===== src/rtl/camellia_host_pkg.sv =====
// rtl/camellia_host_pkg.sv - shared types and constants for the Camellia host interface
package camellia_host_pkg;

    typedef enum logic [1:0] {
        ST_IDLE = 2'd0,
        ST_KEY  = 2'd1,
        ST_DATA = 2'd2,
        ST_WAIT = 2'd3
    } state_e;

    localparam int DEFAULT_TIMEOUT = 1024;

    localparam logic [3:0] ADDR_KEY_LAST   = 4'd7;
    localparam logic [3:0] ADDR_DATA_FIRST = 4'd8;
    localparam logic [3:0] ADDR_DATA_LAST  = 4'd11;
    localparam logic [3:0] ADDR_CONFIG     = 4'd12;

endpackage


===== src/rtl/camellia_host_if_if.sv =====
// rtl/camellia_host_if_if.sv - core-side handshake bundle between host interface and Camellia core
interface camellia_host_if_if;

    logic [127:0] cam_data_in;
    logic [255:0] cam_key;
    logic [1:0]   cam_k_len;
    logic         cam_enc_dec;
    logic         cam_data_rdy;
    logic         cam_key_rdy;
    logic [127:0] cam_data_out;
    logic         cam_data_acq;
    logic         cam_key_acq;
    logic         cam_output_rdy;

    modport master (
        output cam_data_in, cam_key, cam_k_len, cam_enc_dec, cam_data_rdy, cam_key_rdy,
        input  cam_data_out, cam_data_acq, cam_key_acq, cam_output_rdy
    );

    modport slave (
        input  cam_data_in, cam_key, cam_k_len, cam_enc_dec, cam_data_rdy, cam_key_rdy,
        output cam_data_out, cam_data_acq, cam_key_acq, cam_output_rdy
    );

endinterface


===== src/rtl/camellia_host_wdog.sv =====
// rtl/camellia_host_wdog.sv - handshake watchdog counter, expires at TIMEOUT-1
module camellia_host_wdog
    import camellia_host_pkg::*;
#(
    parameter int TIMEOUT = DEFAULT_TIMEOUT
) (
    input  logic clk,
    input  logic rst_n,
    input  logic clr,
    input  logic en,
    output logic expired
);

    localparam int CW = $clog2(TIMEOUT) + 1;

    logic [CW-1:0] cnt_q, cnt_d;

    assign expired = (cnt_q == CW'(TIMEOUT - 1));

    // Holds at the expiry value so a late exit cannot wrap and re-arm.
    always_comb begin
        cnt_d = cnt_q;
        if (clr) begin
            cnt_d = '0;
        end else if (en && !expired) begin
            cnt_d = cnt_q + 1'b1;
        end
    end

    always_ff @(posedge clk or negedge rst_n) begin
        if (!rst_n) begin
            cnt_q <= '0;
        end else begin
            cnt_q <= cnt_d;
        end
    end

endmodule


===== src/rtl/camellia_host_if.sv =====
// rtl/camellia_host_if.sv - host register file and key/data/result handshake FSM for a Camellia core
module camellia_host_if
    import camellia_host_pkg::*;
#(
    parameter int TIMEOUT = DEFAULT_TIMEOUT
) (
    input  logic               clk,
    input  logic               rst,
    input  logic               wr_en,
    input  logic [3:0]         wr_addr,
    input  logic [31:0]        wr_data,
    input  logic               start,
    input  logic [1:0]         rd_addr,
    output logic [31:0]        rd_data,
    output logic               busy,
    output logic               done,
    output logic               err,
    camellia_host_if_if.master cam
);

    state_e        state_q, state_d;
    logic [255:0]  key_q, key_d;
    logic [127:0]  data_q, data_d;
    logic [127:0]  result_q, result_d;
    logic [1:0]    k_len_q, k_len_d;
    logic          enc_dec_q, enc_dec_d;
    logic          key_dirty_q, key_dirty_d;
    logic          done_q, done_d;
    logic          err_q, err_d;
    logic          key_rdy_q, key_rdy_d;
    logic          data_rdy_q, data_rdy_d;
    logic          host_wr, key_wr, data_wr, cfg_wr;
    logic          wdog_expired;

    assign host_wr = wr_en && (state_q == ST_IDLE);
    assign key_wr  = host_wr && (wr_addr <= ADDR_KEY_LAST);
    assign data_wr = host_wr && (wr_addr >= ADDR_DATA_FIRST) && (wr_addr <= ADDR_DATA_LAST);
    assign cfg_wr  = host_wr && (wr_addr == ADDR_CONFIG);

    always_comb begin
        state_d     = state_q;
        key_d       = key_q;
        data_d      = data_q;
        result_d    = result_q;
        k_len_d     = k_len_q;
        enc_dec_d   = enc_dec_q;
        key_dirty_d = key_dirty_q;
        err_d       = err_q;
        done_d      = 1'b0;

        if (key_wr) key_d[{wr_addr[2:0], 5'd0} +: 32] = wr_data;
        if (data_wr) data_d[{wr_addr[1:0], 5'd0} +: 32] = wr_data;
        if (cfg_wr) begin
            k_len_d   = wr_data[1:0];
            enc_dec_d = wr_data[2];
        end
        if (key_wr || cfg_wr) key_dirty_d = 1'b1;

        // A key write in the same cycle as start must still reach the core.
        unique case (state_q)
            ST_IDLE: begin
                if (start) begin
                    err_d   = 1'b0;
                    state_d = key_dirty_d ? ST_KEY : ST_DATA;
                end
            end
            ST_KEY: begin
                if (cam.cam_key_acq) begin
                    key_dirty_d = 1'b0;
                    state_d     = ST_DATA;
                end else if (wdog_expired) begin
                    err_d       = 1'b1;
                    key_dirty_d = 1'b1;
                    state_d     = ST_IDLE;
                end
            end
            ST_DATA: begin
                if (cam.cam_data_acq) begin
                    state_d = ST_WAIT;
                end else if (wdog_expired) begin
                    err_d       = 1'b1;
                    key_dirty_d = 1'b1;
                    state_d     = ST_IDLE;
                end
            end
            ST_WAIT: begin
                if (cam.cam_output_rdy) begin
                    result_d = cam.cam_data_out;
                    done_d   = 1'b1;
                    state_d  = ST_IDLE;
                end else if (wdog_expired) begin
                    err_d       = 1'b1;
                    key_dirty_d = 1'b1;
                    state_d     = ST_IDLE;
                end
            end
            default: state_d = ST_IDLE;
        endcase

        key_rdy_d  = (state_d == ST_KEY);
        data_rdy_d = (state_d == ST_DATA);
    end

    always_ff @(posedge clk or negedge rst) begin
        if (!rst) begin
            state_q     <= ST_IDLE;
            key_q       <= '0;
            data_q      <= '0;
            result_q    <= '0;
            k_len_q     <= '0;
            enc_dec_q   <= 1'b0;
            key_dirty_q <= 1'b1;
            done_q      <= 1'b0;
            err_q       <= 1'b0;
            key_rdy_q   <= 1'b0;
            data_rdy_q  <= 1'b0;
        end else begin
            state_q     <= state_d;
            key_q       <= key_d;
            data_q      <= data_d;
            result_q    <= result_d;
            k_len_q     <= k_len_d;
            enc_dec_q   <= enc_dec_d;
            key_dirty_q <= key_dirty_d;
            done_q      <= done_d;
            err_q       <= err_d;
            key_rdy_q   <= key_rdy_d;
            data_rdy_q  <= data_rdy_d;
        end
    end

    camellia_host_wdog #(.TIMEOUT(TIMEOUT)) u_wdog (
        .clk     (clk),
        .rst_n   (rst),
        .clr     (state_d != state_q),
        .en      (state_q != ST_IDLE),
        .expired (wdog_expired)
    );

    assign busy             = (state_q != ST_IDLE);
    assign done             = done_q;
    assign err              = err_q;
    assign rd_data          = result_q[{rd_addr, 5'd0} +: 32];
    assign cam.cam_data_in  = data_q;
    assign cam.cam_key      = key_q;
    assign cam.cam_k_len    = k_len_q;
    assign cam.cam_enc_dec  = enc_dec_q;
    assign cam.cam_key_rdy  = key_rdy_q;
    assign cam.cam_data_rdy = data_rdy_q;

endmodule


===== src/flat_wrapper.sv =====
// flat-port wrapper written by rule: the top's interface ports become plain ports
module camellia_host_if_flat import camellia_host_pkg::*;
#(
    parameter int TIMEOUT = DEFAULT_TIMEOUT
)
  (clk, rst, wr_en, wr_addr, wr_data, start, rd_addr, rd_data, busy, done, err, cam_cam_data_in, cam_cam_key, cam_cam_k_len, cam_cam_enc_dec, cam_cam_data_rdy, cam_cam_key_rdy, cam_cam_data_out, cam_cam_data_acq, cam_cam_key_acq, cam_cam_output_rdy);
  camellia_host_if_if cam_i ();
  input  logic clk;
  input  logic rst;
  input  logic wr_en;
  input  logic [3:0] wr_addr;
  input  logic [31:0] wr_data;
  input  logic start;
  input  logic [1:0] rd_addr;
  output logic [31:0] rd_data;
  output logic busy;
  output logic done;
  output logic err;
  output wire logic [$bits(cam_i.cam_data_in)-1:0] cam_cam_data_in;
  output wire logic [$bits(cam_i.cam_key)-1:0] cam_cam_key;
  output wire logic [$bits(cam_i.cam_k_len)-1:0] cam_cam_k_len;
  output wire logic [$bits(cam_i.cam_enc_dec)-1:0] cam_cam_enc_dec;
  output wire logic [$bits(cam_i.cam_data_rdy)-1:0] cam_cam_data_rdy;
  output wire logic [$bits(cam_i.cam_key_rdy)-1:0] cam_cam_key_rdy;
  input wire logic [$bits(cam_i.cam_data_out)-1:0] cam_cam_data_out;
  input wire logic [$bits(cam_i.cam_data_acq)-1:0] cam_cam_data_acq;
  input wire logic [$bits(cam_i.cam_key_acq)-1:0] cam_cam_key_acq;
  input wire logic [$bits(cam_i.cam_output_rdy)-1:0] cam_cam_output_rdy;
  assign cam_cam_data_in = cam_i.cam_data_in;
  assign cam_cam_key = cam_i.cam_key;
  assign cam_cam_k_len = cam_i.cam_k_len;
  assign cam_cam_enc_dec = cam_i.cam_enc_dec;
  assign cam_cam_data_rdy = cam_i.cam_data_rdy;
  assign cam_cam_key_rdy = cam_i.cam_key_rdy;
  assign cam_i.cam_data_out = cam_cam_data_out;
  assign cam_i.cam_data_acq = cam_cam_data_acq;
  assign cam_i.cam_key_acq = cam_cam_key_acq;
  assign cam_i.cam_output_rdy = cam_cam_output_rdy;
  camellia_host_if #(.TIMEOUT(TIMEOUT)) u_core (.clk(clk), .rst(rst), .wr_en(wr_en), .wr_addr(wr_addr), .wr_data(wr_data), .start(start), .rd_addr(rd_addr), .rd_data(rd_data), .busy(busy), .done(done), .err(err), .cam(cam_i));
endmodule

===== config.mk =====
export PLATFORM = sky130hd
export DESIGN_NAME = camellia_host_if_flat
export DESIGN_NICKNAME = d
export VERILOG_FILES = /design/src/rtl/camellia_host_pkg.sv /design/src/rtl/camellia_host_if_if.sv /design/src/rtl/camellia_host_wdog.sv /design/src/rtl/camellia_host_if.sv /design/src/flat_wrapper.sv
export SDC_FILE = /design/constraint.sdc
export NUM_CORES = 1
export LEC_CHECK = 0
export CORE_ASPECT_RATIO = 0.8
export CORE_UTILIZATION = 36
export CTS_CLUSTER_SIZE = 20
export DETAILED_ROUTE_END_ITERATION = 7
export GPL_ROUTABILITY_DRIVEN = 1
export GPL_TIMING_DRIVEN = 0
export PLACE_DENSITY_LB_ADDON = 0.05
export SYNTH_ARGS = -nofsm -noshare
export SYNTH_HDL_FRONTEND = slang
export SYNTH_SLANG_ARGS = --single-unit
export TNS_END_PERCENT = 20

===== constraint.sdc =====
create_clock -name clk -period 3.3 [get_ports clk]
set_clock_uncertainty 0.2 [all_clocks]
set_input_delay 0.825 -clock clk [delete_from_list [all_inputs] [get_ports clk]]
set_output_delay 0.825 -clock clk [all_outputs]
set_load 0.02 [all_outputs]

# Word-level counts from Yosys, hierarchy flattened
# Cells that the tools add are included.
[word_totals]
register_bits = 533
latchBits = 0
ram_bits = 0
mem_bits_ro = 0
input_bits = 173
out_inout_bits = 424
memories = 0
[classes]
addsub = 3
multipliers = 0
div = 0
magnitude_cmp = 3
eq_ne = 12
n_shift = 5
muxes = 25
n_bitwise = 0
reduce_logical = 13
[ops]
columns = ["cell", "n"]
rows = [
  ["bitwise mux 256 bit", 1],
  ["variable shift 32 x 10 -> 256 bit (first input constant)", 1],
  ["variable part select 32 x 10 -> 256 bit", 1],
  ["bitwise mux 128 bit", 1],
  ["variable shift 32 x 9 -> 128 bit (first input constant)", 1],
  ["variable part select 128 x 8 -> 32 bit", 1],
  ["variable part select 32 x 9 -> 128 bit", 1],
  ["2-to-1 mux 11 bit", 2],
  ["2-to-1 mux 1 bit", 12],
  ["2-to-1 mux 2 bit", 6],
  ["adder 11 x 1 -> 11 bit (second input constant)", 1],
  ["== test 11 x 10 -> 1 bit (second input constant)", 1],
  ["negation 8 -> 10 bit", 1],
  ["negation 7 -> 9 bit", 1],
  ["inequality test 2 bit (second input constant)", 4],
  ["one-hot mux 2 bit (4 select lines)", 1],
  ["== test 2 bit (second input constant)", 3],
  ["logical AND 1 bit", 6],
  ["== test 2 x 1 -> 1 bit (second input constant)", 2],
  ["== test 4 bit (second input constant)", 1],
  [">= comparator 4 bit (second input constant)", 1],
  ["less-or-equal comparator 4 x 3 -> 1 bit (second input constant)", 1],
  ["less-or-equal comparator 4 bit (second input constant)", 1],
  ["one-hot mux 1 bit (4 select lines)", 1],
  ["8 further kinds", 9],
]

# Depth between registers and ports, before layout
# Gate-level depths: netlist (run 1).
[depth]
word_depth = 10
depth_mapped = 10
ltp_nobuf = 7

# Cells and area by module
# Synthesis (run 1) repeated with hierarchy kept, for this count alone.
[unflattened]
hier_cells = 1751
area_unflattened_um2 = 21883.5
[modules_own_cells]
columns = ["module", "instances", "cells_per_inst", "area_per_inst_um2"]
rows = [
  ["camellia_host_if", 1, 1682, 21229.1],
  ["camellia_host_wdog", 1, 69, 654.4],
]

# Worst setup path after synthesis (run 1)
# OpenSTA, ideal clock, no wires.
[synth_timing]
path_kind = "input -> output"
from = "input rd_addr[0]"
to = "output rd_data[10]"
t_arrival_ns = 2.225
required_ns = 2.275
path_slack_ns = 0.050
stages = 3
path_cell_list = "clkbuf_1 -> buf_1 -> mux4_2"
[synth_between]
elab_chain_len = 1
[synth_rtl]
columns = ["item", "line", "text"]
rows = [
  ["from (decl)", "flat_wrapper.sv:14", "input logic [1:0] rd_addr;"],
  ["variable part select 128 x 8 -> 32 bit", "camellia_host_if.sv:143", "assign rd_data = result_q[{rd_addr, 5'd0} +: 32];"],
  ["to (decl)", "flat_wrapper.sv:15", "output logic [31:0] rd_data;"],
]
# Every way passes these cells.

# Final worst setup path (run 1)
[layout_timing]
from = "input cam_cam_output_rdy"
to = "register u_core.result_q[14]"
[layout_between]
elab_chain_len = 1
[layout_rtl]
columns = ["item", "line", "text"]
rows = [
  ["from (decl)", "flat_wrapper.sv:28", "input wire logic [$bits(cam_i.cam_output_rdy)-1:0] cam_cam_output_rdy;"],
  ["AND reduction 2 bit (no source line)", "--", ""],
  ["to (signal assigned)", "camellia_host_if.sv:121", "result_q <= result_d;"],
  ["to (decl)", "camellia_host_if.sv:24", "logic [127:0] result_q, result_d;"],
]
# Every way passes these cells.
# A chain may end at the register's enable or synchronous reset.

==> results of run 1 <==
==> sequential cells by signal (all words and copies together), names as in the netlist <==
name / cells
u_core.cam.cam_key_rdy: 1
u_core.state_q: 2
u_core.err: 1
u_core.cam.cam_key: 256
u_core.u_wdog.cnt_q: 11
u_core.key_dirty_q: 1
u_core.cam.cam_k_len: 2
u_core.cam.cam_data_in: 128
u_core.result_q: 128
u_core.done: 1
u_core.cam.cam_enc_dec: 1
u_core.cam.cam_data_rdy: 1
==> timing repair <==
action                                  4_1_cts  5_1_grt
resized for setup                            80       21
buffers inserted                              7        0
endpoints found under the setup margin      384      341
cloned                                        0        0
pin swaps                                     1        2
==> routing by layer <==
| layer | track usage | wire, um |
|---|---|---|
| met1 | 0.331 | 32800 |
| met2 | 0.398 | 36100 |
| met3 | 0.0672 | 5540 |
| met4 | 0.0667 | 1750 |
| met5 | 0 | 0 |
==> synthesized netlist by cell type, types with 2 or more instances <==
library cell and n:
o2111ai_1 3, nand3b_1 3, nor3_1 4, nand2b_1 3, inv_1 37, nand4_1 3
xor2_1 3, o31ai_1 58, a21oi_1 5, mux2_4 4, ha_1 6, o211ai_1 2
buf_1 26, buf_2 2, nand2_1 262, mux2_1 6, and3_1 3, a2111oi_0 2
o21ai_0 134, nor2_1 10, a211oi_1 7, buf_6 4, buf_4 3, dfrtp_1 532
clkbuf_1 101, mux4_2 32, nor2b_1 4, mux2_2 321, a21boi_0 2, nand3_1 45
mux2i_1 4, or2_2 3, a221oi_1 2
==> worst max path at each step <==
stage | cells past startpoint | slack, ps | end
finish | 6 | -30 | u_core.result_q[14]
CTS | 4 | -90 | rd_data[20]
global placement | 1 | -22990 | u_core.result_q[104]
detailed placement | 8 | -1610 | u_core.cam.cam_key[139]
floorplan | 3 | 50 | rd_data[10]
global route | 6 | -60 | u_core.result_q[113]
==> kinds of logic (layout without fill, tap and decap cells) <==
logic type | Yosys count | after routing
DFF | 533 | 533
xor gates and xnor gates | 3 | 3
buffers and inverters | 173 | 855
and+or+nand+nor | 352 | 352
muxes | 367 | 367
adders and majority gates | 6 | 6
other | 0 | 1
AOI/OAI and AO/OA | 224 | 224
==> cell type report <==
type                            instances  area, um^2
Fill cell                            5170       28300
Sequential cell                       533       13300
Multi-Input combinational cell        952        7520
Timing Repair Buffer                  582        5890
Clock buffer                           79        1570
Tap cell                              769         962
Buffer                                135         631
Clock inverter                         22         270
Inverter                               37         139
Antenna cell                            1        2.50
==> power by group <==
part,total (mW),switching [mW],internal (mW)
clock,6.43,2.67,3.76
sequential,9.38,0.986,8.39
combinational,7.92,3.96,3.96
==> impl_metrics.csv, run 1 <==
group,metric,value,unit
outcome,run_status,"finished with violations",
outcome,violations,"negative setup slack",
cells_and_area,area_growth,41.0,%
clock_tree,numCtsBuffers,54,
timing,tightest_slew,1190,ps
routing,avgRoutedWirePerCell,24.5,um
critical_path,r2r-start,"u_core.state_q[0]",
clock_tree,cts-root-buf,"clkbuf_16",
floorplanning,num_rows,79,
yosys,synth_ff_type,"dfrtp_1",
floorplanning,initial_core_util,0.367,
cells_and_area,layout_commonest_cell,"clkdlybuf4s50_1",
timing,grt_setup_unrepaired,"true",
placement,port_buffers,570,
critical_path,critical_path_required,3580,ps
yosys,synth-xor-area-share,0.00122,
grt,grt.total_usage,0.248,
yosys,synth_cells,1658,
routing,remaining_drc_errors,0,
yosys,ys_async_sr_fraction,1.00,
hold_path,min_path_type,"in -> async",
clock_tree,cts_hold_buf,0,
grt,grt_start_max_net_pins,112,
floorplanning,pin_count,597,
timing,setup_ws,-28.3,ps
critical_path,reg2reg_to,"u_core.result_q[14]",
timing,setup_viol,56,
grt,grt_pass1_wl,111000,um
clock_tree,h-tree-depth,2,
timing,min_period_over_period,1.01,
yosys,synth_fp_nets,1837,
yosys,synth_area_leaders,"dfrtp_1 62%, mux2_2 17%, nand2_1 4.6%",
timing,relSlewSlack,0.209,
clock_tree,cts_tree,"yes",
yosys,syn_avg_cell_area,13.0,um^2
routing,first_pass_iters,5,
clock_tree,insertion_delay,590,ps
clock_tree,ctsLongestPathBuffers,3,
grt,first_global_vias,16400,
timing,report.final.slew_viol_count,0,
placement,gp_congestion,0.879,
critical_path,crit_family,"buffers and inverters",
cells_and_area,drive_gt1_frac,0.217,
yosys,synthSimpleGateAreaFrac,0.0700,
job,timing.max_cap.violations,0,
routing,routed_wirelength,76100,um
yosys,synth.cell_area,21500,um^2
critical_path,reg2regPathDepth,6,
pwr,p_per_area,782,nW/um^2
cells_and_area,final_cell_mix,"536 x clkdlybuf4s50_1, 532 x dfrtp_1, 321 x mux2_2, 262 x nand2_1, 134 x o21ai_0",
yosys,yosysSeqAreaShare,0.620,
critical_path,worst_path_largest_cell_delay,650,ps
floorplanning,die_x,275,um
critical_path,cp-startpoint,"cam_cam_output_rdy",
cells_and_area,fin_cells,3110,
critical_path,critPathKind,"in -> reg",
grt,antenna_found_initial,2,
placement,dp_slack,-1610,ps
cells_and_area,nets,2474,
clock_tree,clock_sinks,533,
timing,finalSetupTns,-683,ps
cells_and_area,fin_area,30300,um^2
timing,max_freq,0.300,GHz
yosys,synth_compound_area_frac,0.0631,
critical_path,cp-end-kind,"flip-flop",
placement,dpl_cell_area,28300,um^2
routing,num_vias,16000,
yosys,synth_top_area_frac,0.619,
yosys,synthAdderAreaFrac,0.00349,
routing,viasPerCell,5.14,
timing,finalCriticalPeriod,3330,ps
yosys,ys_ff_latch,533,
critical_path,crit_buf_inv,3,
yosys,synth_area_leader_cell,"dfrtp_1",
placement,dp_cells,3002,
pwr,vdd_drop_max,0.429,mV
critical_path,r2r_setup_slack,70,ps
critical_path,slowest_stage,"buf_1",
pwr,total_power,23.7,mW
floorplanning,die_h,221,um
critical_path,critPathLaunchType,"primary input",
routing,drt-initial-drc-count,1148,
critical_path,arrival,3600,ps
routing,final_antenna_net_count,0,
placement,dpl.hpwl,56000,um
floorplanning,core,58600,um^2
timing,worst_hold_slack,9.92,ps
yosys,synthMuxAreaShare,0.209,
critical_path,critPathMaxFanout,10,
yosys,synth_edf_count,0,
yosys,ys_types,55,
yosys,ys_warn_count,0,
timing,finalHoldViolCount,0,
grt,grt_overflow,0,
pwr,p_leak,13.3,nW
critical_path,worstPathCellList,"clkdlybuf4s50_1 > nand2_1 > nor2_1 > clkbuf_1 > buf_1 > mux2_2",
yosys,synth_top_family_by_area,"multiplexers",
clock_tree,cts.clk_slew.worst_paths,60,ps
cells_and_area,finish.utilization,0.517,
floorplanning,dieArea,60700,um^2
No activity file was read; power rests on OpenSTA's default activity.
==> inputs of run 2 (changes only) <==
==> constraint.sdc (replaced) <==
create_clock -name clk -period 3.3 [get_ports clk]
set_clock_uncertainty 0.2 [all_clocks]
set_input_delay 0.495 -clock clk [delete_from_list [all_inputs] [get_ports clk]]
set_output_delay 0.495 -clock clk [all_outputs]
set_load 0.02 [all_outputs]
==> run 2 against run 1 <==
  * First-iteration DRC count is 3.3% lower
  * Setup slack better by 75 ps
  * Hold slack better by 170 ps
  * The run now ends clean
==> impl_metrics.csv, run 2 (same netlist as run 1, synthesis figures left out) <==
group,metric,value,unit
outcome,run_status,"completed",
cells_and_area,drive_gt1_frac,0.218,
hold_path,min_path_type,"in -> reg",
routing,drt-initial-drc-count,1110,
critical_path,worstPathCellList,"clkdlybuf4s50_1 > clkbuf_2 > inv_1 > ha_1 > clkbuf_2 > nor3_1 > nand4_1 > buf_2 > mux2_2",
critical_path,critPathMaxFanout,10,
critical_path,critical_path_required,3580,ps
floorplanning,die_h,221,um
critical_path,crit_path_end,"u_core.cam.cam_key[20]",
timing,min_period_over_period,0.986,
critical_path,slowest_stage,"nand4_1",
grt,grt_overflow,0,
cells_and_area,final_cell_mix,"569 x clkdlybuf4s50_1, 532 x dfrtp_1, 321 x mux2_2, 262 x nand2_1, 134 x o21ai_0",
placement,dpl.hpwl,56000,um
critical_path,cp-end-kind,"flip-flop",
cells_and_area,area_growth,41.0,%
grt,grt.total_usage,0.248,
floorplanning,die_x,275,um
clock_tree,insertion_delay,590,ps
routing,avgRoutedWirePerCell,24.5,um
timing,tightest_slew,1180,ps
cells_and_area,layout_commonest_cell,"clkdlybuf4s50_1",
timing,finalSetupTns,0,ps
timing,finalCriticalPeriod,3250,ps
timing,grt_setup_unrepaired,"true",
floorplanning,initial_core_util,0.367,
placement,dp_slack,-1280,ps
timing,worst_hold_slack,177,ps
timing,setup_viol,0,
clock_tree,cts_tree,"yes",
timing,setup_ws,46.3,ps
critical_path,reg2regPathDepth,6,
clock_tree,numCtsBuffers,54,
placement,dp_cells,3002,
grt,antenna_found_initial,1,
pwr,p_per_area,787,nW/um^2
critical_path,critPathLaunchType,"primary input",
clock_tree,ctsLongestPathBuffers,3,
critical_path,r2r_setup_slack,90,ps
critical_path,arrival,3530,ps
clock_tree,h-tree-depth,2,
clock_tree,cts-root-buf,"clkbuf_16",
routing,remaining_drc_errors,0,
routing,num_vias,15900,
timing,relSlewSlack,0.211,
pwr,p_leak,13.2,nW
timing,report.final.slew_viol_count,0,
placement,port_buffers,570,
cells_and_area,nets,2473,
timing,max_freq,0.307,GHz
routing,viasPerCell,5.12,
job,timing.max_cap.violations,0,
cells_and_area,largest_reg_flops,256,
placement,gp_congestion,0.879,
floorplanning,dieArea,60700,um^2
critical_path,critPathKind,"in -> reg",
pwr,total_power,23.9,mW
critical_path,crit_top_cell,"clkbuf_2",
clock_tree,clock_sinks,533,
critical_path,reg2reg_to,"u_core.result_q[110]",
routing,first_pass_iters,5,
critical_path,worst_path_largest_cell_delay,550,ps
pwr,vdd_drop_max,0.429,mV
critical_path,r2r-start,"u_core.state_q[0]",
routing,final_antenna_net_count,0,
grt,first_global_vias,16300,
floorplanning,pin_count,597,
floorplanning,core,58600,um^2
clock_tree,cts.clk_slew.worst_paths,70,ps
routing,routed_wirelength,76200,um
floorplanning,num_rows,79,
cells_and_area,fin_cells,3109,
grt,grt_start_max_net_pins,112,
grt,grt_pass1_wl,111000,um
timing,finalHoldViolCount,0,
critical_path,cp-startpoint,"wr_addr[0]",
==> run 2: cell types whose count changed in the layout (fill, tap and decap cells not counted), moves of 2 or more <==
| cell | change |
|---|---|
| clkdlybuf4s50_1 | +33 |
| dlygate4sd2_1 | -25 |
| dlymetal6s2s_1 | -6 |
| buf_2 | +4 |
| buf_1 | -2 |
| buf_6 | -2 |
| buf_8 | -2 |
| clkbuf_1 | -2 |
| clkbuf_8 | -2 |
==> run 2: through the flow <==
stage | area [um^2] | util
after floorplan | 21500 | -
after global placement | 28200 | 0.481
after detailed placement | 28300 | 0.483
after CTS | 30300 | 0.517
after global routing | 30300 | 0.517
final | 30300 | 0.517
==> run 2: what timing repair did <==
| action | 4_1_cts | 5_1_grt |
|---|---|---|
| setup buffers | 5 | 0 |
| endpoints found under the hold margin | 79 | 0 |
| gates resized for setup | 32 | 27 |
| setup endpoints to repair | 231 | 386 |
| pin swaps | 0 | 2 |
| hold buffers | 1 | 0 |
==> run 2: how the worst min path moves through the flow <==
stage,from,endpoint,cells after the start
2_1_floorplan,rst,u_core.cam.cam_data_in[0],0
3_3_place_gp,u_core.cam.cam_data_in[82],u_core.cam.cam_data_in[82],2
3_5_place_dp,u_core.cam.cam_data_in[82],u_core.cam.cam_data_in[82],2
4_1_cts,wr_data[10],u_core.cam.cam_data_in[10],3
5_1_grt,wr_data[3],u_core.cam.cam_data_in[99],3
6_report,wr_data[5],u_core.cam.cam_data_in[5],3
==> run 2: cell type report <==
type	count	area, um^2
fillers	5174	28300
flip-flops and latches	533	13300
multi-input cells	952	7520
repair buffers	581	5910
clock buffers	79	1570
well taps	769	962
plain buffers	135	603
clock inverters	22	270
inverters	37	139
diodes	1	2.50
==> run 2: where the power goes <==
group          switching, mW  total (mW)  internal [mW]
logic                   3.97        8.05           4.08
registers              0.985        9.38           8.39
clock network           2.67        6.43           3.76
==> run 2: layer usage <==
metal,GRT usage,vias up,part of all wire
met5,0,-,0
li1,-,7070,-
met2,0.398,511,0.47
met4,0.0670,0,0.024
met3,0.0661,107,0.073
met1,0.332,8224,0.43
==> run 2: worst max-delay path, delay by kind of cell <==
family / cells / cell delay [ps]
buffers and inverters: 5 / 1590
muxes: 1 / 300
and+or+nand+nor: 2 / 770
adders and majority gates: 1 / 360
==> inputs of run 3 (changes only) <==
--- a/config.mk
+++ b/config.mk
@@ -6,6 +6,7 @@
 export NUM_CORES = 1
 export LEC_CHECK = 0
 export CORE_ASPECT_RATIO = 0.8
+export CORE_MARGIN = 4
 export CORE_UTILIZATION = 36
 export CTS_CLUSTER_SIZE = 20
 export DETAILED_ROUTE_END_ITERATION = 7
==> run 3 against run 2 <==
  * Sequential power hardly changed
  * Flip-flop and latch count is the same
  * Core utilization hardly changed
  * Clock-buffer cell count up 1
  * First-iteration DRC count rose by 0.54%
  * Setup slack improved by 22 ps
  * Maximum frequency grew 0.70%
  * Global-route usage fell by 0.78 points
  * Combinational power rose by 0.6%
  * Largest cell class unchanged
  * Highest routed layer unchanged
==> impl_metrics.csv, run 3 (same netlist as run 1, synthesis figures left out) <==
group,metric,value,unit
outcome,run_status,"completed",
timing,max_freq,0.309,GHz
routing,first_pass_iters,5,
floorplanning,initial_core_util,0.367,
floorplanning,die_x,281,um
timing,worst_hold_slack,189,ps
floorplanning,core,58600,um^2
floorplanning,num_rows,79,
cells_and_area,fin_cells,3105,
pwr,p_leak,13.2,nW
routing,viasPerCell,5.13,
timing,finalCriticalPeriod,3230,ps
timing,relSlewSlack,0.261,
timing,min_period_over_period,0.979,
cells_and_area,area_growth,41.1,%
routing,final_antenna_net_count,0,
grt,first_global_vias,16600,
pwr,total_power,24.1,mW
hold_path,min_path_type,"in -> reg",
critical_path,critPathLaunchType,"primary input",
grt,grt_start_max_net_pins,120,
grt,antenna_found_initial,4,
grt,grt_pass1_wl,113000,um
pwr,vdd_drop_max,0.442,mV
cells_and_area,final_cell_mix,"568 x clkdlybuf4s50_1, 532 x dfrtp_1, 321 x mux2_2, 262 x nand2_1, 134 x o21ai_0",
grt,grt_overflow,0,
job,timing.max_cap.violations,0,
cells_and_area,finish.utilization,0.517,
pwr,p_per_area,793,nW/um^2
routing,routed_wirelength,78200,um
grt,top_usage_layer,"met2",
grt,grt.total_usage,0.240,
critical_path,arrival,2540,ps
clock_tree,numCtsBuffers,55,
floorplanning,pin_count,597,
cells_and_area,nets,2474,
cells_and_area,fillers,5096,
hold_path,min-delay-start,"wr_data[9]",
clock_tree,cts.clk_slew.worst_paths,70,ps
critical_path,critPathKind,"in -> out",
critical_path,critPathMaxFanout,10,
grt,grt_util_met3,0.0649,
placement,gp_congestion,0.871,
grt,met1_usage,0.323,
clock_tree,cts_tree,"yes",
timing,setup_viol,0,
placement,dpl.hpwl,57600,um
grt,use_met2,0.383,
routing,avgRoutedWirePerCell,25.2,um
routing,num_vias,15900,
placement,port_buffers,570,
clock_tree,insertion_delay,590,ps
floorplanning,dieArea,63700,um^2
cells_and_area,layout_commonest_cell,"clkdlybuf4s50_1",
timing,tightest_slew,1110,ps
critical_path,cp-end-kind,"primary output",
floorplanning,die_h,227,um
clock_tree,ctsLongestPathBuffers,3,
timing,grt_setup_unrepaired,"true",
clock_tree,h-tree-depth,2,
critical_path,critical_path_required,2600,ps
placement,dp_cells,3001,
timing,report.final.slew_viol_count,0,
timing,finalHoldViolCount,0,
critical_path,cp-startpoint,"rd_addr[1]",
critical_path,r2r-start,"u_core.state_q[0]",
clock_tree,clock_sinks,533,
routing,remaining_drc_errors,0,
clock_tree,cts-root-buf,"clkbuf_16",
routing,drt-initial-drc-count,1116,
cells_and_area,largest_reg_flops,256,
cells_and_area,drive_gt1_frac,0.215,
[run 3: cell types whose count changed in the layout (fill, tap and decap cells not counted), sizes merged, moves of 2 or more]
cell / previous run / this run
clkbuf: 172 / 180
clkinv: 14 / 7
buf: 51 / 46
clkdlybuf4s15: 2 / 0
[run 3: worst max-delay path: stages]
cell and delay, ps:
clkdlybuf4s50_1 640, clkbuf_2 380, mux4_2 410, clkdlybuf4s50_1 610
[run 3: repair_timing]
item | in CTS | in global routing
hold buffers | 1 | 0
hold endpoints to repair | 83 | 0
pin swaps | 0 | 2
setup endpoints to repair | 224 | 323
resized for setup | 34 | 14
buffers inserted | 4 | 2
[run 3: routing by layer]
| metal | part of all wire | vias to the layer above |
|---|---|---|
| met2 | 0.47 | 530 |
| met3 | 0.078 | 116 |
| met1 | 0.42 | 8218 |
| met4 | 0.031 | 0 |
| met5 | 0 | - |
| li1 | - | 7064 |
[run 3: worst paths after layout]
kind / depth (start not counted) / slack [ps] / to
max: 4 / 70 / rd_data[6]
min: 3 / 190 / u_core.cam.cam_data_in[105]
max reg2reg: 6 / 90 / u_core.result_q[53]
min reg2reg: 2 / 280 / u_core.cam.cam_data_in[2]
max in group asynchronous: 4 / 980 / u_core.result_q[7]
min in group asynchronous: 2 / 320 / u_core.cam.cam_key[52]
[run 3: per-stage QoR]
step / setup TNS [ps] / setup WS [ps] / area [um^2]
after floorplan: 0 / 422 / 21500
after global placement: - / -22790 / 28200
after detailed placement: -292500 / -1310 / 28300
after CTS: -920 / -39.4 / 30300
after global routing: -837 / -106 / 30300
final: 0 / 68.8 / 30300
[run 3: layout make-up]
| cell class | instances | area (um^2) | area share |
|---|---|---|---|
| multi-input combinational | 952 | 7510 | 0.248 |
| tap | 769 | 962 | 0.0317 |
| buffer | 135 | 588 | 0.0194 |
| sequential | 533 | 13300 | 0.440 |
| clock buffer | 80 | 1620 | 0.0535 |
| inverter | 37 | 139 | 0.00458 |
| clock inverter | 16 | 260 | 0.00858 |
| antenna | 2 | 5.00 | 0.000165 |
| timing repair buffer | 581 | 5900 | 0.195 |
[run 3: power by group]
part / internal [mW] / switching (mW) / leakage (nW)
sequential: 8.39 / 1.00 / 6.95
combinational: 4.08 / 4.02 / 5.35
clock: 3.93 / 2.63 / 0.922
